$ cat src/rtl/atm_pkg.sv
// Shared encodings for the ATM session controller: FSM states, response codes,
// service and language selectors.
package atm_pkg;

  typedef enum logic [3:0] {
    ST_IDLE     = 4'd0,
    ST_LANG     = 4'd1,
    ST_PIN      = 4'd2,
    ST_SERVICE  = 4'd3,
    ST_DEPOSIT  = 4'd4,
    ST_WITHDRAW = 4'd5,
    ST_BALANCE  = 4'd6,
    ST_ANOTHER  = 4'd7,
    ST_EJECT    = 4'd8
  } state_e;

  typedef enum logic [2:0] {
    RESP_OK       = 3'd0,
    RESP_BAD_PIN  = 3'd1,
    RESP_LOCKED   = 3'd2,
    RESP_INSUFF   = 3'd3,
    RESP_OVERFLOW = 3'd4,
    RESP_TIMEOUT  = 3'd5,
    RESP_BAD_REQ  = 3'd6
  } resp_e;

  localparam logic [2:0] SVC_DEPOSIT  = 3'b001;
  localparam logic [2:0] SVC_WITHDRAW = 3'b010;
  localparam logic [2:0] SVC_BALANCE  = 3'b011;

  localparam logic [1:0] LANG_EN = 2'b01;
  localparam logic [1:0] LANG_DE = 2'b10;

  // States that wait on a customer strobe and are therefore subject to timeout.
  function automatic logic is_wait_state(input state_e s);
    return s inside {ST_LANG, ST_PIN, ST_SERVICE, ST_DEPOSIT, ST_WITHDRAW, ST_ANOTHER};
  endfunction

endpackage

$ cat src/rtl/atm_timeout_timer.sv
// Idle-cycle down-counter: reloads on clr, counts while en, flags expiry
// during the TIMEOUT-th idle cycle after the last clear.
module atm_timeout_timer #(
  parameter int unsigned TIMEOUT = 1000
) (
  input  logic clk,
  input  logic rst_n,
  input  logic clr,
  input  logic en,
  output logic expired
);

  localparam int unsigned CNT_W = $clog2(TIMEOUT);
  localparam logic [CNT_W-1:0] LOAD = CNT_W'(TIMEOUT - 1);

  logic [CNT_W-1:0] cnt_q;

  // expired is kept equal to (cnt_q == 0) so it comes straight from a flop
  always_ff @(posedge clk or negedge rst_n) begin
    if (!rst_n) begin
      cnt_q   <= LOAD;
      expired <= 1'b0;
    end else if (clr) begin
      cnt_q   <= LOAD;
      expired <= 1'b0;
    end else if (en && (cnt_q != '0)) begin
      cnt_q   <= cnt_q - CNT_W'(1);
      expired <= (cnt_q == CNT_W'(1));
    end
  end

endmodule

$ cat src/rtl/atm_session_ctrl.sv
// Multi-account ATM session controller: card, language, PIN with lockout,
// deposit/withdraw/balance services, per-state timeout, coded responses.
module atm_session_ctrl
  import atm_pkg::*;
#(
  parameter int unsigned NUM_ACCTS = 4,
  parameter int unsigned BAL_W     = 16,
  parameter int unsigned PIN_W     = 16,
  parameter int unsigned MAX_TRIES = 3,
  parameter int unsigned TIMEOUT   = 1000,
  parameter int unsigned INIT_BAL  = 100,
  localparam int unsigned ID_W     = (NUM_ACCTS > 1) ? $clog2(NUM_ACCTS) : 1
) (
  input  logic                 clk,
  input  logic                 rst_n,
  input  logic                 card_valid,
  input  logic [ID_W-1:0]      card_id,
  input  logic                 lang_valid,
  input  logic [1:0]           lang,
  input  logic                 pin_valid,
  input  logic [PIN_W-1:0]     pin,
  input  logic                 svc_valid,
  input  logic [2:0]           svc,
  input  logic                 amt_valid,
  input  logic [BAL_W-1:0]     amt,
  input  logic                 more_valid,
  input  logic                 more,
  input  logic                 cfg_we,
  input  logic [ID_W-1:0]      cfg_idx,
  input  logic [PIN_W-1:0]     cfg_pin,
  output logic                 busy,
  output logic                 resp_valid,
  output logic [2:0]           resp_code,
  output logic [BAL_W-1:0]     balance_o,
  output logic [1:0]           lang_o,
  output logic [NUM_ACCTS-1:0] locked,
  output logic                 card_eject
);

  localparam int unsigned TRY_W = (MAX_TRIES > 1) ? $clog2(MAX_TRIES) : 1;

  state_e             state_q, state_d;
  logic [ID_W-1:0]    id_q, id_d;
  logic [TRY_W-1:0]   tries_q, tries_d;
  logic [1:0]         lang_d;
  logic               resp_valid_d, eject_d, busy_d;
  resp_e              resp_code_d;
  logic [BAL_W-1:0]   balance_d;

  logic [BAL_W-1:0]   bal_q [NUM_ACCTS];
  logic [PIN_W-1:0]   pin_q [NUM_ACCTS];

  logic               acc, timer_clr, expired;
  logic               bal_we, pin_we, lock_set;
  logic [BAL_W-1:0]   bal_wdata, cur_bal;
  logic [BAL_W:0]     dep_sum;

  atm_timeout_timer #(.TIMEOUT(TIMEOUT)) u_timer (
    .clk     (clk),
    .rst_n   (rst_n),
    .clr     (timer_clr),
    .en      (is_wait_state(state_q)),
    .expired (expired)
  );

  // Next-state, response and table-write decode
  always_comb begin
    state_d      = state_q;
    id_d         = id_q;
    tries_d      = tries_q;
    lang_d       = lang_o;
    resp_valid_d = 1'b0;
    resp_code_d  = RESP_OK;
    eject_d      = 1'b0;
    acc          = 1'b0;
    bal_we       = 1'b0;
    pin_we       = 1'b0;
    lock_set     = 1'b0;
    cur_bal      = bal_q[id_q];
    bal_wdata    = cur_bal;
    dep_sum      = {1'b0, amt} + {1'b0, cur_bal};
    timer_clr    = 1'b0;
    busy_d       = 1'b0;
    balance_d    = '0;

    unique case (state_q)
      ST_IDLE: begin
        // a config write owns the cycle; a simultaneous card is dropped
        if (cfg_we) begin
          pin_we = 1'b1;
        end else if (card_valid) begin
          if (locked[card_id]) begin
            resp_valid_d = 1'b1;
            resp_code_d  = RESP_LOCKED;
            state_d      = ST_EJECT;
          end else begin
            id_d    = card_id;
            tries_d = '0;
            state_d = ST_LANG;
          end
        end
      end
      ST_LANG: begin
        if (lang_valid) begin
          acc = 1'b1;
          if ((lang == LANG_EN) || (lang == LANG_DE)) begin
            lang_d  = lang;
            state_d = ST_PIN;
          end else begin
            resp_valid_d = 1'b1;
            resp_code_d  = RESP_BAD_REQ;
          end
        end
      end
      ST_PIN: begin
        if (pin_valid) begin
          acc          = 1'b1;
          resp_valid_d = 1'b1;
          if (pin == pin_q[id_q]) begin
            tries_d = '0;
            state_d = ST_SERVICE;
          end else if (tries_q == TRY_W'(MAX_TRIES - 1)) begin
            lock_set    = 1'b1;
            resp_code_d = RESP_LOCKED;
            state_d     = ST_EJECT;
          end else begin
            tries_d     = tries_q + TRY_W'(1);
            resp_code_d = RESP_BAD_PIN;
          end
        end
      end
      ST_SERVICE: begin
        if (svc_valid) begin
          acc = 1'b1;
          case (svc)
            SVC_DEPOSIT:  state_d = ST_DEPOSIT;
            SVC_WITHDRAW: state_d = ST_WITHDRAW;
            SVC_BALANCE:  state_d = ST_BALANCE;
            default: begin
              resp_valid_d = 1'b1;
              resp_code_d  = RESP_BAD_REQ;
            end
          endcase
        end
      end
      ST_DEPOSIT: begin
        if (amt_valid) begin
          acc          = 1'b1;
          resp_valid_d = 1'b1;
          if (amt == '0) begin
            resp_code_d = RESP_BAD_REQ;
          end else begin
            state_d = ST_ANOTHER;
            if (dep_sum[BAL_W]) begin
              resp_code_d = RESP_OVERFLOW;
            end else begin
              bal_we    = 1'b1;
              bal_wdata = dep_sum[BAL_W-1:0];
            end
          end
        end
      end
      ST_WITHDRAW: begin
        if (amt_valid) begin
          acc          = 1'b1;
          resp_valid_d = 1'b1;
          if (amt == '0) begin
            resp_code_d = RESP_BAD_REQ;
          end else begin
            state_d = ST_ANOTHER;
            if (amt > cur_bal) begin
              resp_code_d = RESP_INSUFF;
            end else begin
              bal_we    = 1'b1;
              bal_wdata = cur_bal - amt;
            end
          end
        end
      end
      ST_BALANCE: begin
        resp_valid_d = 1'b1;
        state_d      = ST_ANOTHER;
      end
      ST_ANOTHER: begin
        if (more_valid) begin
          acc     = 1'b1;
          state_d = more ? ST_SERVICE : ST_EJECT;
        end
      end
      ST_EJECT: begin
        eject_d = 1'b1;
        id_d    = '0;
        tries_d = '0;
        lang_d  = 2'b00;
        state_d = ST_IDLE;
      end
      default: state_d = ST_IDLE;
    endcase

    // a strobe in the expiry cycle wins over the timeout
    if (is_wait_state(state_q) && !acc && expired) begin
      resp_valid_d = 1'b1;
      resp_code_d  = RESP_TIMEOUT;
      state_d      = ST_EJECT;
    end

    timer_clr = acc || (state_d != state_q);
    busy_d    = (state_d != ST_IDLE);
    if (state_d != ST_IDLE) begin
      balance_d = bal_we ? bal_wdata : bal_q[id_d];
    end
  end

  // Session state and registered outputs
  always_ff @(posedge clk or negedge rst_n) begin
    if (!rst_n) begin
      state_q    <= ST_IDLE;
      id_q       <= '0;
      tries_q    <= '0;
      lang_o     <= 2'b00;
      busy       <= 1'b0;
      resp_valid <= 1'b0;
      resp_code  <= 3'd0;
      balance_o  <= '0;
      card_eject <= 1'b0;
    end else begin
      state_q    <= state_d;
      id_q       <= id_d;
      tries_q    <= tries_d;
      lang_o     <= lang_d;
      busy       <= busy_d;
      resp_valid <= resp_valid_d;
      resp_code  <= resp_code_d;
      balance_o  <= balance_d;
      card_eject <= eject_d;
    end
  end

  // Balance, PIN and lock tables; reset restores the power-on contents
  always_ff @(posedge clk or negedge rst_n) begin
    if (!rst_n) begin
      for (int unsigned i = 0; i < NUM_ACCTS; i++) begin
        bal_q[i] <= BAL_W'(INIT_BAL);
        pin_q[i] <= '0;
      end
      locked <= '0;
    end else begin
      if (bal_we)   bal_q[id_q]    <= bal_wdata;
      if (pin_we)   pin_q[cfg_idx] <= cfg_pin;
      if (lock_set) locked[id_q]   <= 1'b1;
    end
  end

endmodule

$ cat config.mk
export PLATFORM = sky130hd
export DESIGN_NAME = atm_session_ctrl
export DESIGN_NICKNAME = d
export VERILOG_FILES = /design/src/rtl/atm_pkg.sv /design/src/rtl/atm_timeout_timer.sv /design/src/rtl/atm_session_ctrl.sv
export SDC_FILE = /design/constraint.sdc
export NUM_CORES = 1
export LEC_CHECK = 0
export BUFFER_PORTS_ARGS = -buffer_cell sky130_fd_sc_hd__buf_2
export CAP_MARGIN = 25
export CELL_PAD_IN_SITES_DETAIL_PLACEMENT = 1
export CELL_PAD_IN_SITES_GLOBAL_PLACEMENT = 1
export CORE_ASPECT_RATIO = 0.9
export CORE_MARGIN = 2
export CORE_UTILIZATION = 44
export DETAILED_ROUTE_END_ITERATION = 10
export PLACE_DENSITY_LB_ADDON = 0.1
export SYNTH_ARGS = -nofsm -noshare
export SYNTH_HDL_FRONTEND = slang
export SYNTH_HIERARCHICAL = 1
export SYNTH_SLANG_ARGS = --single-unit
$ cat constraint.sdc
create_clock -name clk -period 4.45 [get_ports clk]
set_input_delay 0.445 -clock clk [delete_from_list [all_inputs] [get_ports clk]]
set_output_delay 0.445 -clock clk [all_outputs]
set_load 0.05 [all_outputs]
* Word level (Yosys, flattened, before mapping)
Cells that the tools add are included. W data, S select, Z words.
Word-level totals: bits in writable memories 0, latch bits 0, memories kept 0, input bits 67, output and inout port bits 28, bits in registers 175, bits in read-only memories 0, word-level logic and storage cells 191
Operators by class: div/mod/pow operators 0, multipliers 0, $add $sub $neg 4, bitwise gates (word level) 4, equality and inequality tests 24, multiplexer cells 109, reduce and logical (&&, ||, !) cells 21, order comparisons 9, shift operators 0
Operators by type and width (number):
- $mux W16 | 16
- $bwmux W64 | 2
- $bmux W16 S2 | 3
- $demux W16 S2 | 2
- $mux W4 | 14
- $mux W2 | 18
- $pmux W16 S2 | 1
- $mux W1 | 30
- $mux W3 | 10
- $pmux W4 S7 | 1
- $mux W10 | 2
- $pmux W3 S6 | 1
- $add A16 B16 Y17 | 1
- $eq A16 B16 Y1 | 1
- $eq A4 B3 Y1 const B | 4
- $gt A16 B16 Y1 | 1
- $logic_not A16 Y1 | 1
- $sub A16 B16 Y16 | 1
- $pmux W4 S3 | 1
- $eq A10 B1 Y1 const B | 1
- $ne A2 B2 Y1 const B | 5
- $reduce_bool A10 Y1 | 1
- $sub A10 B1 Y10 const B | 1
- $ge A3 B3 Y1 const B | 3
- 35 further kinds | 50

* Logic depth before layout (Yosys ltp)
Gate-level depths: netlist of run 1.
word-level depth 12, depth in mapped cells 19, depth with buffers taken out 14

* Cells and area by module
Netlist of run 1, hierarchy kept.
Modules (own cells, without submodules):
- atm_session_ctrl | cells an instance 932, seq. area each 4119.0 um^2, area an instance 10072.2 um^2, times used 1
- atm_timeout_timer | cells an instance 71, seq. area each 285.3 um^2, area an instance 679.4 um^2, times used 1

* Worst setup path before layout of run 1
Ideal clock, no wire load.
path kind register -> register, from reg id_q[0], to reg bal_q[43] (netlist bit), cell stages (with the launch flop) 17, slack -0.291 ns, library setup time 0.125 ns, arrival time 4.617 ns, required time 4.325 ns, period minus slack after synthesis 4.741 ns, buffers on the path 6, cells stage by stage dfrtp_1 buf_2 buf_1 clkbuf_1 mux4_2 ha_1 clkbuf_1 nor4b_1 o21ai_0 o2111ai_1 o21ai_1 nand3_1 nand2_1 buf_2 nand2_2 buf_2 mux2_2
Between the ends: cells in the longest elaborated chain, start to end 10, elaborated cells between the ends (all ways) 27, classes of those cells add/sub (2); order compare (3); mux (20); bitwise (1); reduce/logical (1)
Ends and longest elaborated chain:
- from (decl) | line atm_session_ctrl.sv:43 | logic [ID_W-1:0] id_q, id_d;
- from (signal assigned) | line atm_session_ctrl.sv:228 | id_q <= id_d;
- $not A2 Y3 (not written as such) * | line atm_session_ctrl.sv:79, atm_session_ctrl.sv:248
- $bmux W16 S2 | line atm_session_ctrl.sv:79 | cur_bal = bal_q[id_q];
- $mux W16 (not written as such) (2 in a row) | line atm_session_ctrl.sv:79
- $sub A16 B16 Y16 (tied with other cells) | line atm_session_ctrl.sv:175 | bal_wdata = cur_bal - amt;
- $mux W16, on equally long branches | line atm_session_ctrl.sv:171, atm_session_ctrl.sv:154
- $mux W16, on equally long branches | line atm_session_ctrl.sv:167, atm_session_ctrl.sv:150
- $mux W16, on equally long branches | line atm_session_ctrl.sv:164, atm_session_ctrl.sv:147
- $pmux W16 S2 | line atm_session_ctrl.sv:86 | unique case (state_q)
- $bwmux W64 | line atm_session_ctrl.sv:248 | if (bal_we) bal_q[id_q] <= bal_wdata;
- to (signal, indexed assignment) | line atm_session_ctrl.sv:243 | bal_q[i] <= BAL_W'(INIT_BAL);
- to (signal, indexed assignment) | line atm_session_ctrl.sv:248
- to (decl) | line atm_session_ctrl.sv:50 | logic [BAL_W-1:0] bal_q [NUM_ACCTS];
Every way passes the cells marked *; elsewhere a longest branch is shown, timed or not. The select of a mux whose other input is x is not followed. A chain may end at the register's enable or synchronous reset.

* Worst setup path in the final report of run 1
from reg id_q[1], to reg bal_q[29] (netlist bit)
The elaborated chain is that of the path after synthesis.

==> flow_summary_export.csv, run 1 <==
group,metric,value,unit
clock_tree,cts-root-buf,"clkbuf_16",
timing,fin_crit_sh,95.0,%
placed_design,pre_cts_ws,-233,ps
run,maxCapViolations,0,
layout,drive_gt1_share,34.1,%
clock_tree,clock_sinks,175,
power,total_power,7.72,mW
hold_path,hold_start,"cfg_pin[0]",
timing,setup_viol,0,
global_routing,antenna_found_initial,0,
floorplan,num_rows,54,
detailed_routing,route.vias.total,8605,
layout,antenna_cells,0,
timing,hold_violations,0,
hold_path,whs_path_depth,2,
layout,fin_cells,1451,
hold_path,hold_class,"input port to flip-flop",
worst_setup_path,required,4790,ps
power,p_leak,5.71,nW
detailed_routing,dr.first_iter.drc_count,486,
global_routing,gr-total-overflow,0,
power,cellPowerDensity,610,nW/um2
worst_setup_path,setup.worst_path.class,"flip-flop to flip-flop",
worst_setup_path,path_max_fanout,16,
detailed_routing,wl_per_cell,22.7,um
layout,fin_util,52.5,%
clock_tree,cts_buffers,17,
detailed_routing,viasPerCell,5.93,
worst_setup_path,r2r-start,"id_q[1]",
floorplan,fp.coreArea,24100,um2
timing,period_needed,4230,ps
synth,synth_seq_cells,175,
placed_design,port_buffers,94,
layout,multiInputGateArea,6030,um2
synth,synth_area_leaders,"dfrtp_1, mux2_2, mux4_2, dfstp_2, ha_1",
global_routing,grt_first_pass_wirelength,52.3,mm
floorplan,die_area,25700,um2
floorplan,io_pins,95,
synth,synth-warning-count,6,
timing,tightest_slew,876,ps
placed_design,dp_cells,1415,
synth,yosys.area.top_type,"dfrtp_1",
clock_tree,cts_tree,"built",
floorplan,die_h,152,um
layout,final_nets,1239,
worst_setup_path,r2r_cells,13,
synth,yosysMostFrequentCell,"dfrtp_1",
timing,worst_clock_skew,16.0,ps
worst_setup_path,ff2ff_setup_slack,220,ps
synth,syn_nets,1112,
power,ir_drop,0.299,mV
synth,synth_cell_type_count,88,
synth,synth_top_area_share,36.1,%
clock_tree,clock_latency,440,ps
timing,timing.fmax,236,MHz
timing,worst_hold_slack,287,ps
synth,synth_flop_cell,"dfrtp_1",
synth,ys_async_sr_fraction,100,%
timing,timing.slew.headroom,41.4,%
global_routing,grt_usage,26.3,%
timing,fin_setup_tns,0,ps
clock_tree,clkTransAtPathRegs,80,ps
synth,synthTopCellsByCount,"dfrtp_1, mux2_2, nand2_1",
placed_design,gp_congestion,0.859,
layout,seqCellArea,4410,um2
global_routing,grt_pass1_vias,9197,
run_status,status,"finished clean",
layout,area_growth,17.7,%
placed_design,dpl.hpwl,24.0,mm
floorplan,die-width,169,um
synth,syn_avg_cell_area,10.7,um2
floorplan,start_util,44.6,%
timing,maxSlewViolCount,0,
detailed_routing,first_pass_iters,5,
detailed_routing,drc,0,
detailed_routing,ant_nets,0,
synth,ys_seq_area_share,41.0,%
layout,n_fill_cell,2641,
placed_design,dpl_cell_area,11900,um2
worst_setup_path,critical_path.endpoint_type,"flip-flop",
layout,design_area,12700,um2
hold_path,hold_end,"pin_q[16]",
clock_tree,clock_path_buffers,2,
timing,rsz0062_at_grt,"no",
worst_setup_path,reg2reg_to,"bal_q[29]",
worst_setup_path,critPathLaunchType,"flip-flop",
synth,synth_edf_count,0,
global_routing,grt_max_degree,104,
synth,synthCells,1003,
timing,postLayoutSetupSlackWorst,221,ps
synth,syn_area,10800,um2
worst_setup_path,crit_arrival,4570,ps
detailed_routing,drt_wl_total,33.0,mm
clock_tree,htree_levels,4,
-- sequential cells by signal (all words and copies together) (netlist names) --
register / cells
bal_q: 64
balance_o: 16
busy: 1
card_eject: 1
id_q: 2
lang_o: 2
locked: 4
pin_q: 64
resp_code: 3
resp_valid: 1
state_q: 4
tries_q: 2
u_timer/cnt_q: 10
u_timer/expired: 1
-- power breakdown --
group / internal [mW] / total (mW) / switching (mW)
clock network: 0.872 / 1.63 / 0.759
registers: 2.10 / 2.40 / 0.307
logic: 1.56 / 3.69 / 2.13
-- worst max path at each step --
stage | start | to | slack, ps | depth (start not counted)
2_1_floorplan | id_q[0] | bal_q[43] | 40 | 16
3_3_place_gp | id_q[0] | bal_q[47] | -210 | 13
6_report | id_q[1] | bal_q[29] | 220 | 13
3_5_place_dp | id_q[0] | bal_q[63] | -230 | 13
5_1_grt | id_q[0] | bal_q[51] | 30 | 16
4_1_cts | id_q[0] | balance_o[4] | 30 | 12
-- layout make-up --
class                           instances  share of cell area, %
Inverter                               44                   1.30
Multi-Input combinational cell        738                   47.7
Sequential cell                       175                   34.8
Timing Repair Buffer                  154                   8.10
Clock inverter                         15                   1.69
Tap cell                              308                   3.04
Clock buffer                           17                   3.36
-- placed cells by master (no fill, tap or decap), types with 5 or more instances in the layout --
cell type  synthesis  final
a21oi_1           60     60
nand3_1           18     18
nor2_1            58     58
nor3_1            21     20
and3_1            12     12
nand2_1          107    107
nand4_1            6      6
buf_12             0      6
o22ai_1            6      5
or3_1              5      5
xnor2_1           32     32
mux2i_1            9      9
dfrtp_1          155    153
o21a_1             6      6
nand2b_1          14     14
nor4_1            10     10
inv_1             41     41
inv_8              0      5
mux4_2            38     38
o21ai_0           40     39
mux2_2           110    110
buf_4              3     52
a21o_1             5      5
a32oi_1            5      5
clkbuf_16          0     17
nand3b_1           5      5
o221ai_1           5      5
a221oi_1           8      8
buf_2             15     93
dfstp_2           20     20
and2_1             5      5
nor2b_1           13     13
o31ai_1            7      7
ha_1              40     40
-- repair_timing --
item | 4_1_cts | 5_1_grt
endpoints found under the hold margin | 0 | 13
endpoints found under the setup margin | 11 | 64
hold buffers | 0 | 1
pin swaps | 0 | 0
gates resized for setup | 3 | 6
setup buffers | 0 | 2
-- critical path, cell delays in order (launching register included) --
cell	delay, ps
dfrtp_2	380
buf_4	280
buf_4	190
mux4_2	420
ha_1	500
nand3_1	200
a2111oi_2	560
o41ai_1	210
buf_4	180
o211ai_1	310
a21oi_1	140
o221a_2	310
a21o_1	240
o21ai_0	200
-- kinds of logic after synthesis --
group / count (synthesis) / share of synthesized area, %
xor gates and xnor gates: 36 / 2.93
and+or+nand+nor: 301 / 14.5
buffers and inverters: 90 / 3.42
AOI/OAI and AO/OA: 201 / 12.7
adders and majority gates: 42 / 5.03
DFF: 175 / 41.0
muxes: 158 / 20.4
-- per-layer routing --
metal  part of all wire, %  GRT usage (%)  vias up
met1                    47           37.7     4430
met3                   4.8           4.91       35
met4                   1.5           6.16        0
met5                     0              0        -
li1                      -              -     3951
met2                    47           41.5      189
Power figures use the tool's default switching activity.
==> run 2: changes to the inputs <==
BUFFER_PORTS_ARGS = unset   (was -buffer_cell sky130_fd_sc_hd__buf_2)
CORE_UTILIZATION = 46   (was 44)
DONT_BUFFER_PORTS = 1   (was unset)
==> run 2 against run 1 <==
Effect of this change: the run now ends with hold timing left; via count fell by 5.9%; register-to-register slack barely moved; critical path depth rose by 3; die area fell by 4.2%; clock power fell by 8%; core utilization fell by 0.65 points; total power fell by 4.5%; sequential cell count did not move; sequential power rose by 9.6%.
==> flow_summary_export.csv, run 2 (synthesized netlist as in run 1, its figures left out) <==
group,metric,value,unit
power,cellPowerDensity,615,nW/um2
layout,seqCellArea,4410,um2
layout,final_nets,1135,
layout,final_cell_mix,"dfrtp_1, mux2_2, nand2_1",
placed_design,port_buffers,0,
timing,hold_violations,175,
clock_tree,cts-root-buf,"clkbuf_16",
global_routing,grt_first_pass_wirelength,48.6,mm
timing,timing.slew.headroom,42.6,%
global_routing,gr-total-overflow,0,
worst_setup_path,cpPeakStageDelay,430,ps
detailed_routing,drc,0,
detailed_routing,drt_wl_total,31.1,mm
layout,area_growth,11.6,%
run_status,status,"finished with violations",
clock_tree,clock_path_buffers,2,
clock_tree,cts_tree,"built",
floorplan,die-width,165,um
worst_setup_path,cp.depth,16,
global_routing,grt_usage,26.0,%
worst_setup_path,r2r_cells,16,
clock_tree,clock_latency,450,ps
floorplan,start_util,46.5,%
floorplan,die_h,149,um
global_routing,grt_pass1_vias,8546,
floorplan,io_pins,95,
detailed_routing,dr.first_iter.drc_count,431,
timing,period_needed,4220,ps
worst_setup_path,setup.worst_path.class,"flip-flop to flip-flop",
worst_setup_path,critical_path.endpoint_type,"flip-flop",
worst_setup_path,path_common_cell,"buf_4",
detailed_routing,ant_nets,0,
timing,tightest_slew,860,ps
clock_tree,cts_buffers,17,
timing,postLayoutSetupSlackWorst,232,ps
timing,setup_viol,0,
worst_setup_path,cp_top_family,"compound AO/OA/AOI/OAI gates",
hold_path,hold_class,"input port to asynchronous set/reset pin",
placed_design,dpl.hpwl,22.4,mm
worst_setup_path,critPathLaunchType,"flip-flop",
worst_setup_path,required,4770,ps
placed_design,pre_cts_ws,-125,ps
floorplan,num_rows,53,
clock_tree,clkTransAtPathRegs,80,ps
layout,fin_util,51.8,%
power,total_power,7.37,mW
layout,mostFrequentLayoutCell,"dfrtp_1",
floorplan,die_area,24600,um2
layout,n_fill_cell,2473,
power,ir_drop,0.292,mV
timing,maxSlewViolCount,0,
timing,rsz0062_at_grt,"no",
layout,antenna_cells,0,
detailed_routing,first_pass_iters,6,
run,maxCapViolations,0,
worst_setup_path,path_max_fanout,10,
worst_setup_path,cpMaxStageDelayCell,"dfrtp_2",
placed_design,gp_congestion,0.872,
worst_setup_path,worst-path-buf-inv,4,
layout,largestRegisters,"bal_q x64, pin_q x64, balance_o x16",
layout,multiInputGateArea,6020,um2
clock_tree,clock_sinks,175,
detailed_routing,route.vias.total,8096,
timing,timing.fmax,237,MHz
detailed_routing,viasPerCell,6.04,
timing,worst_hold_slack,-300,ps
global_routing,grt_max_degree,176,
timing,worst_clock_skew,12.2,ps
power,p_leak,5.23,nW
detailed_routing,wl_per_cell,23.2,um
floorplan,fp.coreArea,23100,um2
worst_setup_path,crit_arrival,4540,ps
timing,fin_crit_sh,94.8,%
worst_setup_path,crit_chain,"buf_4 -> buf_4 -> mux4_2 -> inv_1 -> ha_1 -> fa_1 -> nor2b_1 -> o31ai_1 -> a2bb2oi_1 -> o2111a_1 -> buf_4 -> and2_1 -> a221oi_1 -> a21oi_1 -> nor2_1 -> mux2_2",
clock_tree,htree_levels,4,
layout,drive_gt1_share,27.8,%
run_status,violations,"hold timing",
global_routing,antenna_found_initial,0,
==> run 2: changes by cell type in the layout (fill, tap and decap cells not counted), sizes merged <==
cell / before / now
buf: 153 / 50
bufinv: 2 / 0
clkinvlp: 2 / 1
clkinv: 5 / 7
inv: 50 / 51
dlygate4sd3: 1 / 0
==> run 2: path summary, 6_finish.rpt <==
path | start | to | slack [ps]
worst min-delay path | rst_n | balance_o[10] | -300
min in group clk | cfg_pin[12] | pin_q[28] | 140
worst min register to register | bal_q[6] | bal_q[6] | 480
worst max-delay path | id_q[0] | bal_q[44] | 230
worst max register to register | id_q[0] | bal_q[44] | 230
max in group asynchronous | rst_n | u_timer/cnt_q[7] | 4450
==> run 2: layer usage <==
layer | vias up | wire, um | GRT usage [%]
met5 | - | 0 | 0
met4 | 0 | 433 | 6.35
met3 | 32 | 1560 | 5.37
li1 | 3728 | - | -
met2 | 174 | 14400 | 40.8
met1 | 4162 | 14600 | 37.2
==> run 2: timing repair <==
action	CTS	global route
cloned	0	0
setup buffers	0	4
gates resized for setup	1	8
hold endpoints to repair	175	175
endpoints found under the setup margin	9	65
==> run 2: worst register-to-register path: cells and delay by family, from the launching register on <==
family	cells	cell delay (ps)
buffers and inverters	4	580
multiplexers	2	630
adder cells (fa/ha/maj)	2	630
AND/OR/NAND/NOR	3	740
AO/OA/AOI/OAI	5	1100
flip-flops	1	430
==> run 2: through the flow <==
| stage | cell area [um2] | TNS (ps) | cells |
|---|---|---|---|
| floorplan | 10800 | 0 | 1003 |
| global placement | 11300 | -1210 | 1304 |
| detailed placement | 11300 | -895 | 1305 |
| CTS | 11900 | 0 | 1337 |
| global route | 12000 | 0 | 1341 |
| finish | 12000 | 0 | 1341 |
==> run 2: final cells by class <==
type	count	share of cell area, %
Tap cell	302	3.15
Clock buffer	17	3.55
Inverter	44	1.38
Timing Repair Buffer	50	3.61
Multi-Input combinational cell	738	50.2
Sequential cell	175	36.8
Clock inverter	15	1.37
==> run 2: report_power, final <==
part | leakage (nW) | switching [mW] | internal [mW]
clock network | 0.286 | 0.750 | 0.755
logic | 2.73 | 1.76 | 1.48
registers | 2.21 | 0.536 | 2.09
total | 5.23 | 3.05 | 4.33
